$ cat config.mk
export PLATFORM = sky130hd
export DESIGN_NAME = apb_interconnect_n
export DESIGN_NICKNAME = d
export VERILOG_FILES = /design/src/rtl/apb_interconnect_n.sv
export SDC_FILE = /design/constraint.sdc
export NUM_CORES = 1
export LEC_CHECK = 0
export ABC_CLOCK_PERIOD_IN_PS = 5300
export BUFFER_PORTS_ARGS = -buffer_cell sky130_fd_sc_hd__clkbuf_2
export CAP_MARGIN = 0
export CORE_AREA = 2 2 155 157
export DETAILED_ROUTE_END_ITERATION = 10
export DIE_AREA = 0 0 157 159
export GPL_TIMING_DRIVEN = 0
export PLACE_DENSITY = 0.68
export REMOVE_ABC_BUFFERS = 1
export SKIP_LAST_GASP = 1
export SLEW_MARGIN = 30
export SYNTH_ARGS = -nofsm -noshare
export SYNTH_HDL_FRONTEND = slang
export SYNTH_SLANG_ARGS = --single-unit
export TNS_END_PERCENT = 10
$ cat constraint.sdc
create_clock -name pclk -period 5.3 [get_ports pclk]
set_input_delay 0.795 -clock pclk [delete_from_list [all_inputs] [get_ports pclk]]
set_output_delay 0.795 -clock pclk [all_outputs]
set_load 0.05 [all_outputs]
$ cat src/rtl/apb_interconnect_n.sv
// Registered APB4 bridge: one master fanned out to NUM_SLAVES slaves through a base/limit map,
// with a per-transaction PREADY timeout and error capture for the diagnostics path.
module apb_interconnect_n #(
  parameter int NUM_SLAVES = 5,
  parameter int ADDR_W = 32,
  parameter int DATA_W = 32,
  parameter logic [NUM_SLAVES*ADDR_W-1:0] SLV_BASE =
    {32'h0002_B000, 32'h0002_A000, 32'h0002_8000, 32'h0000_8000, 32'h0000_0000},
  parameter logic [NUM_SLAVES*ADDR_W-1:0] SLV_LIMIT =
    {32'h0002_BFFF, 32'h0002_AFFF, 32'h0002_9FFF, 32'h0002_7FFF, 32'h0000_7FFF},
  parameter int unsigned TIMEOUT_CYCLES = 256,
  localparam int STRB_W = DATA_W / 8
) (
  input  logic                       pclk,
  input  logic                       preset_n,
  input  logic [ADDR_W-1:0]          m_paddr,
  input  logic                       m_psel,
  input  logic                       m_penable,
  input  logic                       m_pwrite,
  input  logic [DATA_W-1:0]          m_pwdata,
  input  logic [STRB_W-1:0]          m_pstrb,
  output logic                       m_pready,
  output logic [DATA_W-1:0]          m_prdata,
  output logic                       m_pslverr,
  output logic [ADDR_W-1:0]          s_paddr,
  output logic                       s_pwrite,
  output logic [DATA_W-1:0]          s_pwdata,
  output logic [STRB_W-1:0]          s_pstrb,
  output logic [NUM_SLAVES-1:0]      s_psel,
  output logic                       s_penable,
  input  logic [NUM_SLAVES-1:0]      s_pready,
  input  logic [NUM_SLAVES-1:0]      s_pslverr,
  input  logic [NUM_SLAVES*DATA_W-1:0] s_prdata,
  output logic                       err_valid,
  output logic [1:0]                 err_cause,
  output logic [ADDR_W-1:0]          err_addr,
  output logic [7:0]                 err_count
);

  localparam int IDX_W = (NUM_SLAVES > 1) ? $clog2(NUM_SLAVES) : 1;

  typedef enum logic [1:0] {IDLE, SETUP, ACCESS, RESP} state_t;

  state_t            state, state_next;
  logic [IDX_W-1:0]  hit_idx, idx_q;
  logic              hit;
  logic [31:0]       to_cnt;
  logic              sel_ready, sel_err;
  logic [DATA_W-1:0] sel_rdata;
  logic              accept, enter_resp, resp_err;
  logic [1:0]        resp_cause;
  logic [DATA_W-1:0] resp_rdata;
  logic [ADDR_W-1:0] err_addr_next;

  // Walk from the top index down so the lowest matching slave wins on overlap.
  always_comb begin
    hit = 1'b0;
    hit_idx = '0;
    for (int i = NUM_SLAVES - 1; i >= 0; i--) begin
      if ((m_paddr >= SLV_BASE[i*ADDR_W +: ADDR_W]) &&
          (m_paddr <= SLV_LIMIT[i*ADDR_W +: ADDR_W])) begin
        hit = 1'b1;
        hit_idx = IDX_W'(i);
      end
    end
  end

  assign sel_ready = s_pready[idx_q];
  assign sel_err   = s_pslverr[idx_q];
  assign sel_rdata = s_prdata[idx_q*DATA_W +: DATA_W];

  always_ff @(posedge pclk) begin
    if (!preset_n) begin
      state <= IDLE;
    end else begin
      state <= state_next;
    end
  end

  // A ready slave takes priority over the timeout in the same ACCESS cycle.
  always_comb begin
    state_next = state;
    accept = 1'b0;
    enter_resp = 1'b0;
    resp_err = 1'b0;
    resp_cause = 2'b00;
    resp_rdata = '0;
    err_addr_next = s_paddr;
    case (state)
      IDLE: begin
        err_addr_next = m_paddr;
        if (m_psel && !m_penable) begin
          accept = 1'b1;
          if (hit) begin
            state_next = SETUP;
          end else begin
            state_next = RESP;
            enter_resp = 1'b1;
            resp_err = 1'b1;
            resp_cause = 2'b01;
          end
        end
      end
      SETUP: state_next = ACCESS;
      ACCESS: begin
        if (sel_ready) begin
          state_next = RESP;
          enter_resp = 1'b1;
          resp_err = sel_err;
          resp_cause = 2'b11;
          resp_rdata = (s_pwrite || sel_err) ? '0 : sel_rdata;
        end else if ((TIMEOUT_CYCLES != 0) && ((to_cnt + 32'd1) == TIMEOUT_CYCLES)) begin
          state_next = RESP;
          enter_resp = 1'b1;
          resp_err = 1'b1;
          resp_cause = 2'b10;
        end
      end
      RESP: state_next = IDLE;
      default: state_next = IDLE;
    endcase
  end

  always_ff @(posedge pclk) begin
    if (!preset_n) begin
      m_pready  <= 1'b0;
      m_prdata  <= '0;
      m_pslverr <= 1'b0;
      s_paddr   <= '0;
      s_pwrite  <= 1'b0;
      s_pwdata  <= '0;
      s_pstrb   <= '0;
      s_psel    <= '0;
      s_penable <= 1'b0;
      idx_q     <= '0;
      to_cnt    <= '0;
      err_valid <= 1'b0;
      err_cause <= 2'b00;
      err_addr  <= '0;
      err_count <= 8'd0;
    end else begin
      m_pready  <= enter_resp;
      m_prdata  <= resp_rdata;
      m_pslverr <= enter_resp && resp_err;
      err_valid <= enter_resp && resp_err;
      if (accept) begin
        s_paddr  <= m_paddr;
        s_pwrite <= m_pwrite;
        s_pwdata <= m_pwdata;
        s_pstrb  <= m_pstrb;
        idx_q    <= hit_idx;
        to_cnt   <= '0;
        if (hit) begin
          s_psel <= NUM_SLAVES'(1) << hit_idx;
        end
      end
      if (state == SETUP) begin
        s_penable <= 1'b1;
      end
      if (state == ACCESS) begin
        if (enter_resp) begin
          s_psel    <= '0;
          s_penable <= 1'b0;
        end else begin
          to_cnt <= to_cnt + 32'd1;
        end
      end
      if (enter_resp && resp_err) begin
        err_cause <= resp_cause;
        err_addr  <= err_addr_next;
        if (err_count != 8'hFF) begin
          err_count <= err_count + 8'd1;
        end
      end
    end
  end

endmodule

==> impl_metrics.ini, run 1 <==
[pwr]
peakVddDrop_mv = 0.265
cellPowerDensity_mw_per_mm2 = 379
power_leakage_nw = 5.30

[synth]
synth_flop_cell = dfxtp_1
seq_area_frac_synth = 0.409
yosys_warnings = 0
syn_inst = 1030
synth.distinct_cells = 70
synth_top_area_frac = 0.409
async_flop_share = 0
syn_avg_cell_area_um2 = 8.93
synth.area.top_cells = dfxtp_1 41%, mux4_2 8.3%, nand2_1 7.8%
yosys.area.top_type = dfxtp_1
synth_edf_count = 0
synthTopCellsByCount = 191 x nand2_1, 188 x dfxtp_1, 87 x nor2_1, 53 x a21boi_0, 49 x clkbuf_1
yosysMostFrequentCell = nand2_1
syn_area_mm2 = 0.00920
ys_ff_latch = 188

[timing]
relSlewSlack = 0.449
hold_ws_ns = 0.466
setup_viol = 0
period_needed_ns = 3.89
setup_tns_ns = 0
fin_skew_ns = 0.0138
worst_pin_slew_ns = 0.824
finalHoldViolCount = 0
max_freq_mhz = 257
worst_slack_ns = 1.41
rsz0062_at_grt = no
period_share = 0.733
maxSlewViolCount = 0

[floorplanning]
die-area_mm2 = 0.0250
start_util = 0.397
die_y_um = 159
num_rows = 56
fp.coreArea_mm2 = 0.0232
fp.dieW_um = 157
io_pins = 395

[worst_setup_path]
critPathMaxStageDelay_ns = 0.70
crit_type = reg2reg
r2r_setup_slack_ns = 1.41
cp_slowest_cell = nor2_1
cp-end-kind = flop
setup.worst_path.start_class = flop
arrival_ns = 4.21
worstPathCellList = nand4_4 -> nor2_1 -> a31oi_1 -> nor4_1 -> o2111ai_1 -> nor3_4 -> or2_1 -> o21ai_0 -> a22o_1
crit_required_ns = 5.63
crit_fanout = 18

[layout]
fin_area_mm2 = 0.0121
nets = 1622
fin_cells = 1706
nFillCells = 2184
drive_above_1_share = 0.372
syn2layout_area_growth_pct = 31.7

[place]
place.gp.congestion = 0.917
postPlaceCellArea_mm2 = 0.0115
io_buffers = 394
dp_slack_ns = 1.40
hpwl_um = 22800
placedCellCount = 1674

[clock_tree]
clkTransAtPathRegs_ns = 0.07
cts_buffer_depth = 2
cts_tree = yes
h-tree-depth = 4
cts_setup_buffers = 0
clkSinkCount = 188
cts_buffers = 17
cts_resized = 0
clk_latency_ns = 0.44
clockRootBuffer = clkbuf_16
holdBufCountCts = 0

[drt]
firstDrtPassIters = 5
drt_iter0_drc = 572
wl_per_cell_um = 17.7
vias_per_cell = 5.23
final_antenna_net_count = 0
vias = 8925
wirelength_um = 30200
drc = 0

[grt]
grt_pass1_vias = 8917
grt_pass1_wl_um = 48100
grt_max_degree = 75
overflow = 0
grt_usage = 0.242
antenna_found_initial = 1

[flow_run]
maxCapViolations = 0

[min_path]
hold_path.class = reg2reg

[status]
outcome = finished clean
[cells by family (layout without fill, tap and decap cells)]
logic type      Yosys count  in the layout  share of synthesized area
simple gates            408            408                      0.208
compound gates          239            239                      0.186
flops                   188            188                      0.409
buf+inv                 101            457                     0.0477
mux                      78             78                      0.132
xor+xnor                 11             11                     0.0105
fa+ha+maj                 5              5                    0.00680
other cells               0              1                          0
[cell type report]
type | instances | area [um^2] | share of cell area
multi-input combinational | 741 | 5040 | 0.416
antenna | 1 | 2.50 | 0.000207
tap | 319 | 399 | 0.0329
clock inverter | 14 | 175 | 0.0145
inverter | 18 | 71.3 | 0.00589
clock buffer | 17 | 425 | 0.0351
sequential | 188 | 3770 | 0.311
timing repair buffer | 408 | 2230 | 0.184
[layer usage]
layer,track usage,share of wire,wire [um]
met5,0,0,0
met3,0.0683,0.077,2330
met1,0.311,0.44,13300
met2,0.394,0.46,14000
met4,0.0717,0.020,592
[per-stage QoR]
stage | total power, mW | util
3_3_place_gp | 3.26 | 0.483
6_report | 4.59 | 0.522
5_1_grt | 4.82 | 0.522
3_5_place_dp | 3.34 | 0.496
2_1_floorplan | 2.81 | -
4_1_cts | 4.63 | 0.522
[layout by cell type, fill, tap and decap left out, types with 22 or more instances in the layout]
| cell type | synthesis | layout |
|---|---|---|
| a211oi_1 | 22 | 22 |
| a21boi_0 | 53 | 53 |
| a21oi_1 | 44 | 44 |
| a22oi_1 | 35 | 35 |
| clkbuf_2 | 4 | 393 |
| dfxtp_1 | 188 | 186 |
| mux2i_1 | 41 | 41 |
| mux4_2 | 34 | 34 |
| nand2_1 | 191 | 190 |
| nor2_1 | 87 | 86 |
[critical path: cells and delay by family, from the launching register on]
family / cells / cell delay [ns]
and+or+nand+nor: 5 / 2.31
AOI/OAI and AO/OA: 4 / 0.99
DFF: 1 / 0.49
[where the power goes]
group / switching [mW] / internal [mW] / leakage, nW
Combinational: 1.12 / 0.529 / 3.48
Clock: 0.651 / 0.638 / 0.291
Sequential: 0.0889 / 1.56 / 1.53
[final timing paths]
check | startpoint | end | depth (start not counted)
max | to_cnt[4] | to_cnt[30] | 9
min | s_psel[0] | s_psel[0] | 2
max reg2reg | to_cnt[4] | to_cnt[30] | 9
min reg2reg | s_psel[0] | s_psel[0] | 2
[sequential cells by signal (all words and copies together) (netlist names), 2 cells and up]
| name | flops |
|---|---|
| err_addr | 32 |
| state | 2 |
| to_cnt | 32 |
| s_paddr | 32 |
| s_pwdata | 32 |
| m_prdata | 32 |
| idx_q | 3 |
| s_psel | 5 |
| err_count | 8 |
| err_cause | 2 |
| s_pstrb | 4 |
No activity file was read; power rests on OpenSTA's default activity.
==> inputs of run 2 (changes only) <==
--- a/config.mk
+++ b/config.mk
@@ -5,7 +5,7 @@
 export SDC_FILE = /design/constraint.sdc
 export NUM_CORES = 1
 export LEC_CHECK = 0
-export ABC_CLOCK_PERIOD_IN_PS = 5300
+export ABC_CLOCK_PERIOD_IN_PS = 3600
 export BUFFER_PORTS_ARGS = -buffer_cell sky130_fd_sc_hd__clkbuf_2
 export CAP_MARGIN = 0
 export CORE_AREA = 2 2 155 157
==> constraint.sdc (replaced) <==
create_clock -name pclk -period 3.6 [get_ports pclk]
set_input_delay 0.54 -clock pclk [delete_from_list [all_inputs] [get_ports pclk]]
set_output_delay 0.54 -clock pclk [all_outputs]
set_load 0.05 [all_outputs]
==> run 2 against run 1 <==
  * Count of clock-buffer cells in the layout stayed put
  * First-iteration DRC count down 3.1%
  * Flip-flop and latch count unchanged
  * Sequential share of layout area is 0.20 points lower
  * Combinational power rose by 50%
  * Critical path type unchanged
  * Critical endpoint is now to_cnt[10]
  * Largest cell class unchanged
==> impl_metrics.ini, run 2 (synthesized netlist as in run 1, its figures left out) <==
[clock_tree]
cts_tree = yes
cts_buffers = 17
cts_buffer_depth = 2
clkSinkCount = 188
h-tree-depth = 4
clockRootBuffer = clkbuf_16
clk_latency_ns = 0.44
clkTransAtPathRegs_ns = 0.08

[floorplanning]
num_rows = 56
fp.dieW_um = 157
io_pins = 395
fp.coreArea_mm2 = 0.0232
start_util = 0.397
die_y_um = 159
die-area_mm2 = 0.0250

[place]
place.gp.congestion = 0.917
dp_slack_ns = -0.167
hpwl_um = 22800
io_buffers = 394
postPlaceCellArea_mm2 = 0.0115
placedCellCount = 1674

[timing]
period_share = 0.966
maxSlewViolCount = 0
setup_viol = 0
period_needed_ns = 3.48
fin_skew_ns = 0.0138
finalHoldViolCount = 0
worst_slack_ns = 0.122
relSlewSlack = 0.463
max_freq_mhz = 288
worst_pin_slew_ns = 0.805
rsz0062_at_grt = yes

[worst_setup_path]
arrival_ns = 3.86
critPathMaxStageDelay_ns = 0.69
crit_required_ns = 3.98
crit_fanout = 29
cp-end-kind = flop
cp_slowest_cell = nor2_2
worstPathCellList = buf_16 -> mux4_2 -> a22oi_1 -> inv_1 -> or3_1 -> nor2_2 -> and3_1 -> a221o_1
rr_worst_depth = 8
setup.worst_path.start_class = flop
crit_type = reg2reg

[flow_run]
maxCapViolations = 0

[layout]
fin_cells = 1714
nets = 1630
multi_input_area_mm2 = 0.00507
mostFrequentLayoutCell = clkbuf_2
final_core_util = 0.526
drive_above_1_share = 0.378
register_area_mm2 = 0.00377
mostFrequentLayoutCells = 393 x clkbuf_2, 189 x nand2_1, 186 x dfxtp_1
syn2layout_area_growth_pct = 32.5
nFillCells = 2176
fin_area_mm2 = 0.0122

[grt]
use_met1 = 0.311
grt_max_degree = 75
grt_pass1_vias = 8924
antenna_found_initial = 1
grt_pass1_wl_um = 48100
overflow = 0
grt_usage = 0.242
use_met3 = 0.0683
gr-usage-met2 = 0.394
busiest_layer = met2

[pwr]
power_leakage_nw = 5.34
peakVddDrop_mv = 0.389
cellPowerDensity_mw_per_mm2 = 558

[min_path]
min_path_cells = 3
hold_path.class = in2reg

[drt]
vias = 9060
wl_per_cell_um = 18.0
drt_iter0_drc = 554
vias_per_cell = 5.29
wirelength_um = 30800
drc = 0
firstDrtPassIters = 5
final_antenna_net_count = 0

[status]
outcome = finished clean
## run 2: changes by cell type in the layout (fill, tap and decap cells not counted), sizes merged
cell | before | now
buf | 14 | 20
nor2 | 90 | 91
or2 | 5 | 6
## run 2: report_power, final
group	leakage (nW)	internal [mW]	switching, mW
logic	3.52	0.796	1.67
clock network	0.291	0.939	0.958
registers	1.53	2.30	0.132
total	5.34	4.04	2.76
## run 2: cell type report
cell class	instances	area share
antenna	1	0.000205
clock buffer	17	0.0349
clock inverter	14	0.0144
inverter	18	0.00585
multi-input combinational	743	0.416
sequential	188	0.309
tap	319	0.0327
timing repair buffer	414	0.187
## run 2: metal layers
layer  routed length, um  share of wire
met5                   0              0
met4                 672          0.022
met3                2420          0.079
met2               14200           0.46
met1               13500           0.44
## run 2: worst paths after layout
kind / startpoint / end / slack [ns]
min reg2reg: s_psel[0] / s_psel[0] / 0.47
min: m_pwdata[23] / s_pwdata[23] / 0.33
max: idx_q[0] / to_cnt[10] / 0.12
max reg2reg: idx_q[0] / to_cnt[10] / 0.12
## run 2: stage by stage
step	setup TNS (ns)	power [mW]	hold WS, ns
after floorplan	-190.62	4.14	0.466
after global placement	-690.93	4.80	0.448
after detailed placement	-0.793	4.92	0.456
after CTS	-0.0266	6.82	0.312
after global routing	-0.358	7.13	0.325
final	0	6.80	0.325
## run 2: repair_timing
action | 4_1_cts | 5_1_grt
endpoints found under the setup margin | 18 | 46
hold buffers | 0 | 0
pin swaps | 0 | 3
buffers inserted | 0 | 6
resized for setup | 2 | 4
gates cloned | 0 | 2
## run 2: critical path, delay by kind of cell, from the launching register on
| family | cells | cell delay, ns |
|---|---|---|
| and+or+nand+nor | 3 | 1.47 |
| AOI/OAI and AO/OA | 2 | 0.46 |
| muxes | 1 | 0.58 |
| DFF | 1 | 0.49 |
| buffers and inverters | 2 | 0.41 |
